File: config.mk
export PLATFORM = sky130hd
export DESIGN_NAME = food_spawner
export DESIGN_NICKNAME = d
export VERILOG_FILES = /design/src/rtl/snake_pkg.sv /design/src/rtl/range_sampler.sv /design/src/rtl/food_spawner.sv
export SDC_FILE = /design/constraint.sdc
export NUM_CORES = 1
export LEC_CHECK = 0
export ABC_AREA = 1
export CORE_MARGIN = 5
export CORE_UTILIZATION = 43
export DETAILED_ROUTE_END_ITERATION = 16
export DONT_BUFFER_PORTS = 1
export PLACE_DENSITY = 0.59
export SKIP_LAST_GASP = 1
export SLEW_MARGIN = 20
export SYNTH_ARGS = -nofsm -noshare
export SYNTH_HDL_FRONTEND = slang
export SYNTH_SLANG_ARGS = --single-unit
File: constraint.sdc
create_clock -name clock -period 2 [get_ports clock]
set_input_delay 0.6 -clock clock [delete_from_list [all_inputs] [get_ports clock]]
set_output_delay 0.6 -clock clock [all_outputs]
set_load 0.01 [all_outputs]
File: src/rtl/snake_pkg.sv
// Shared playfield defaults, coordinate type and food spawner state encoding.
package snake_pkg;

  localparam int GRID_W_DEF    = 40;
  localparam int GRID_H_DEF    = 30;
  localparam int COORD_W_DEF   = 8;
  localparam int MAX_TRIES_DEF = 16;

  typedef logic [COORD_W_DEF-1:0] coord_t;

  typedef enum logic [2:0] {
    ST_IDLE      = 3'd0,
    ST_PICK_X    = 3'd1,
    ST_PICK_Y    = 3'd2,
    ST_CHECK     = 3'd3,
    ST_WAIT      = 3'd4,
    ST_SCAN_CHK  = 3'd5,
    ST_SCAN_WAIT = 3'd6
  } spawner_state_e;

endpackage

File: src/rtl/range_sampler.sv
// Combinational rejection test: accepts a raw random value only when it is
// below the limit, so accepted values are uniform with no modulo bias.
module range_sampler #(
  parameter int COORD_W = 8
) (
  input  logic [COORD_W-1:0] rand_in,
  input  logic [COORD_W:0]   limit,
  output logic               accept,
  output logic [COORD_W-1:0] value
);

  // One extra bit on the limit lets a full 2**COORD_W range be expressed.
  assign accept = ({1'b0, rand_in} < limit);
  assign value  = rand_in;

endmodule

File: src/rtl/food_spawner.sv
// Picks a free playfield cell for the next food item: rejection-sampled random
// candidates first, then a row-major scan once MAX_TRIES candidates were occupied.
module food_spawner
  import snake_pkg::*;
#(
  parameter int GRID_W    = GRID_W_DEF,
  parameter int GRID_H    = GRID_H_DEF,
  parameter int COORD_W   = COORD_W_DEF,
  parameter int MAX_TRIES = MAX_TRIES_DEF
) (
  input  logic               clock,
  input  logic               reset,
  input  logic               spawn_req,
  input  logic [COORD_W-1:0] rand_in,
  output logic               occ_rd,
  output logic [COORD_W-1:0] occ_x,
  output logic [COORD_W-1:0] occ_y,
  input  logic               occ_hit,
  output logic [COORD_W-1:0] food_x,
  output logic [COORD_W-1:0] food_y,
  output logic               food_valid,
  output logic               busy,
  output logic               spawn_fail
);

  localparam int CELLS = GRID_W * GRID_H;
  localparam int CL_W  = $clog2(CELLS + 1);
  localparam int TR_W  = $clog2(MAX_TRIES + 1);

  localparam logic [COORD_W:0]   LIM_X  = GRID_W[COORD_W:0];
  localparam logic [COORD_W:0]   LIM_Y  = GRID_H[COORD_W:0];
  localparam logic [COORD_W-1:0] X_LAST = COORD_W'(GRID_W - 1);
  localparam logic [COORD_W-1:0] Y_LAST = COORD_W'(GRID_H - 1);

  spawner_state_e state, state_n;

  logic [COORD_W-1:0] cx, cy, sx, sy;
  logic [TR_W-1:0]    tries;
  logic [TR_W:0]      tries_inc;
  logic [CL_W-1:0]    cells_left;
  logic               last_try;
  logic               x_ok, y_ok;
  logic [COORD_W-1:0] x_val, y_val;

  range_sampler #(.COORD_W(COORD_W)) u_x_sampler (
    .rand_in (rand_in),
    .limit   (LIM_X),
    .accept  (x_ok),
    .value   (x_val)
  );

  range_sampler #(.COORD_W(COORD_W)) u_y_sampler (
    .rand_in (rand_in),
    .limit   (LIM_Y),
    .accept  (y_ok),
    .value   (y_val)
  );

  assign tries_inc = {1'b0, tries} + (TR_W+1)'(1);
  assign last_try  = (tries_inc == (TR_W+1)'(MAX_TRIES));

  // Request handshake: spawn_req is taken only while busy=0 (IDLE); a request
  // seen while busy=1 is dropped. The result is food_valid (held) or spawn_fail (pulse).
  assign busy = (state != ST_IDLE);

  always_ff @(posedge clock) begin
    if (reset) state <= ST_IDLE;
    else       state <= state_n;
  end

  always_comb begin
    state_n = state;
    occ_rd  = 1'b0;
    occ_x   = '0;
    occ_y   = '0;
    case (state)
      ST_IDLE:   if (spawn_req) state_n = ST_PICK_X;
      ST_PICK_X: if (x_ok) state_n = ST_PICK_Y;
      ST_PICK_Y: if (y_ok) state_n = ST_CHECK;
      ST_CHECK: begin
        occ_rd  = 1'b1;
        occ_x   = cx;
        occ_y   = cy;
        state_n = ST_WAIT;
      end
      ST_WAIT: begin
        if (!occ_hit)     state_n = ST_IDLE;
        else if (last_try) state_n = ST_SCAN_CHK;
        else              state_n = ST_PICK_X;
      end
      ST_SCAN_CHK: begin
        occ_rd  = 1'b1;
        occ_x   = sx;
        occ_y   = sy;
        state_n = ST_SCAN_WAIT;
      end
      ST_SCAN_WAIT: begin
        if (!occ_hit || cells_left == CL_W'(1)) state_n = ST_IDLE;
        else                                    state_n = ST_SCAN_CHK;
      end
      default: state_n = ST_IDLE;
    endcase
  end

  always_ff @(posedge clock) begin
    if (reset) begin
      cx         <= '0;
      cy         <= '0;
      sx         <= '0;
      sy         <= '0;
      tries      <= '0;
      cells_left <= '0;
      food_x     <= '0;
      food_y     <= '0;
      food_valid <= 1'b0;
      spawn_fail <= 1'b0;
    end else begin
      spawn_fail <= 1'b0;
      case (state)
        ST_IDLE: begin
          if (spawn_req) begin
            food_valid <= 1'b0;
            tries      <= '0;
          end
        end
        ST_PICK_X: if (x_ok) cx <= x_val;
        ST_PICK_Y: if (y_ok) cy <= y_val;
        ST_WAIT: begin
          if (!occ_hit) begin
            food_x     <= cx;
            food_y     <= cy;
            food_valid <= 1'b1;
          end else begin
            tries <= tries_inc[TR_W-1:0];
            if (last_try) begin
              // Scan starts on the last rejected candidate, so it is looked up once more.
              sx         <= cx;
              sy         <= cy;
              cells_left <= CL_W'(CELLS);
            end
          end
        end
        ST_SCAN_WAIT: begin
          if (!occ_hit) begin
            food_x     <= sx;
            food_y     <= sy;
            food_valid <= 1'b1;
          end else begin
            cells_left <= cells_left - CL_W'(1);
            if (cells_left == CL_W'(1)) spawn_fail <= 1'b1;
            if (sx == X_LAST) begin
              sx <= '0;
              sy <= (sy == Y_LAST) ? '0 : sy + COORD_W'(1);
            end else begin
              sx <= sx + COORD_W'(1);
            end
          end
        end
        default: ;
      endcase
    end
  end

endmodule

==> impl_metrics.toml <==
[clocking]
cts-root-buf = "clkbuf_8"
clkSinkCount = 69
insertion_delay_ns = 0.36
clkTransAtPathRegs_ns = 0.08
ctsLongestPathBuffers = 2
htreeDepth = 3
cts_hold_buf = 0
cts_buffers = 9
cts_tree = "yes"

[synth]
synth.distinct_cells = 34
synth-seq-area-share_pct = 36.6
synth_fp_nets = 598
yosys_warnings = 0
syn_avg_cell_area_um2 = 6.50
synth.cell_area_mm2 = 0.00377
ys_ff_latch = 69
syn_inst = 580

[finish]
nNetsFinal = 616
antenna_cells = 0
layout_common_cells = "nand2_1 (137), nor2_1 (87), inv_1 (74)"
stdcell_count = 711
final_common_cell = "nand2_1"
area_growth_syn_to_layout_pct = 16.8
design_area_mm2 = 0.00441
drive_gt1_share_pct = 12.9
fill_cells = 881
fin_util_pct = 51.0

[routing]
routedWlPerCell_um = 14.9
routed_wl_um = 10600
ant_nets = 0
drc = 0
drt_iter0_markers = 201
vias = 3802
via_per_inst = 5.35
first_pass_iters = 5

[sta]
period_minus_slack_ns = 1.98
relSlewSlack_pct = 76.3
setup_ws_ns = 0.0239
fmax_ghz = 0.506
rsz0062_at_grt = "yes"
fin_skew_ns = 0.00938
finalCritPeriodShare_pct = 98.8
worst_pin_slew_ns = 0.354
setup_viol = 0
drv_slew = 0
finalHoldViolCount = 0

[placement]
gp_congestion = 0.858
post_dp_cell_area_mm2 = 0.00402
dp.cells = 692
dpl.hpwl_um = 7190
port_buffers = 0
pre_cts_slack_ns = 0.188

[power]
powerDensity_mw_per_mm2 = 849
leakage_uw = 0.00190
vdd_ir_drop_max_mv = 0.635
finalPower_uw = 3740

[setup_path]
worstPathRequired_ns = 1.40
cp-end-kind = "output port"
crit_arrival_ns = 1.38
critPathKind = "register to output port"
cp_max_fo = 17
start_kind = "register"

[global_routing]
overflow = 0
grt_max_degree = 34
grt_pass1_vias = 3509
antenna_found_initial = 0
grt_pass1_wl_um = 17400
grt_use_total_pct = 19.5

[floorplan]
io_pins = 48
core_area_mm2 = 0.00864
fp.dieW_um = 104
rows = 34
initial_core_util_pct = 43.7
die-area_mm2 = 0.0107
die_height_um = 104

[worst_hold_path]
hold_class = "input pin to register"

[status]
status = "finished, final reports clean"

[job]
maxCapViolCount = 0
[registers in the layout, indices dropped and copies added (netlist names)]
name / flops
sy: 8
sx: 8
cx: 8
tries: 5
spawn_fail: 1
cells_left: 11
food_valid: 1
cy: 8
state: 3
food_x: 8
food_y: 8
[worst max-delay path, cell delays in order, from the launching register on]
cell and delay (ns):
dfxtp_4 0.40, nand3_2 0.10, buf_12 0.17, o22ai_1 0.18, buf_4 0.15
[Yosys cell counts]
cell type  instances  share of area [%]
a21oi_1           32                4.2
a21oi_4            1               0.43
a31oi_1            3               0.50
buf_2              3               0.40
buf_4              3               0.60
buf_6              2               0.60
clkbuf_1          15                1.5
clkinv_1           2               0.20
dfxtp_1           69                 37
ha_1               6                2.0
inv_1             74                7.4
inv_2              7               0.70
nand2_1          137                 14
nand2_2            4               0.66
nand3_1           30                4.0
nand3_2            1               0.27
nand3b_1           2               0.40
nand4_1            5               0.83
nor2_1            87                8.7
nor2_2             3               0.50
nor2_4             3               0.90
nor3_1            10                1.3
nor3b_1            1               0.20
nor4_1             1               0.17
o2111ai_1          1               0.23
o211ai_1           1               0.20
o21ai_0           32                4.2
o21ai_1            5               0.66
o21bai_1           2               0.40
o221ai_1          14                3.3
o22ai_1           16                2.7
or2_2              2               0.33
xnor2_1            1               0.23
xor2_1             5                1.2
[repair_timing]
| action | 4_1_cts | 5_1_grt |
|---|---|---|
| gates cloned | 0 | 1 |
| setup buffers | 2 | 0 |
| resized for setup | 11 | 10 |
| pin swaps | 0 | 0 |
| endpoints found under the setup margin | 16 | 36 |
[path summary, 6_finish.rpt]
kind,from,endpoint,slack [ns],cells after the start
max,state[0],occ_x[6],0.02,4
min reg2reg,cx[6],cx[6],0.46,2
max reg2reg,state[2],sy[0],0.11,11
min,reset,state[2],0.30,1
[per-layer routing]
layer	vias up	part of all wire [%]	track usage (%)
met1	1743	47	28.0
li1	1912	-	-
met5	-	0	0
met3	16	7.1	3.86
met4	0	1.7	7.31
met2	131	44	28.9
[per-stage QoR]
stage / hold WS (ns) / TNS [ns]
3_3_place_gp: 0.446 / 0
5_1_grt: 0.285 / -0.455
6_report: 0.302 / 0
2_1_floorplan: 0.439 / 0
3_5_place_dp: 0.454 / 0
4_1_cts: 0.283 / 0
[kinds of logic (layout without fill, tap and decap cells)]
family | count (synthesis) | in the layout | synth area share, %
simple gates | 286 | 286 | 31.8
xor+xnor | 6 | 6 | 1.39
compound gates | 107 | 107 | 16.8
fa+ha+maj | 6 | 6 | 1.99
flops | 69 | 69 | 36.6
buf+inv | 106 | 129 | 11.3
[cell type report]
type / instances / area, um^2 / area share, %
Inverter: 83 / 312 / 7.07
Multi-Input combinational cell: 405 / 2040 / 46.2
Tap cell: 108 / 135 / 3.07
Clock buffer: 11 / 141 / 3.21
Timing Repair Buffer: 30 / 284 / 6.45
Clock inverter: 5 / 106 / 2.41
Sequential cell: 69 / 1390 / 31.6
[power by group]
group / internal [uW] / switching (uW) / total [uW]
Combinational: 253 / 470 / 723
Clock: 868 / 577 / 1440
Sequential: 1470 / 105 / 1570
(Power assumes the default switching activity.)
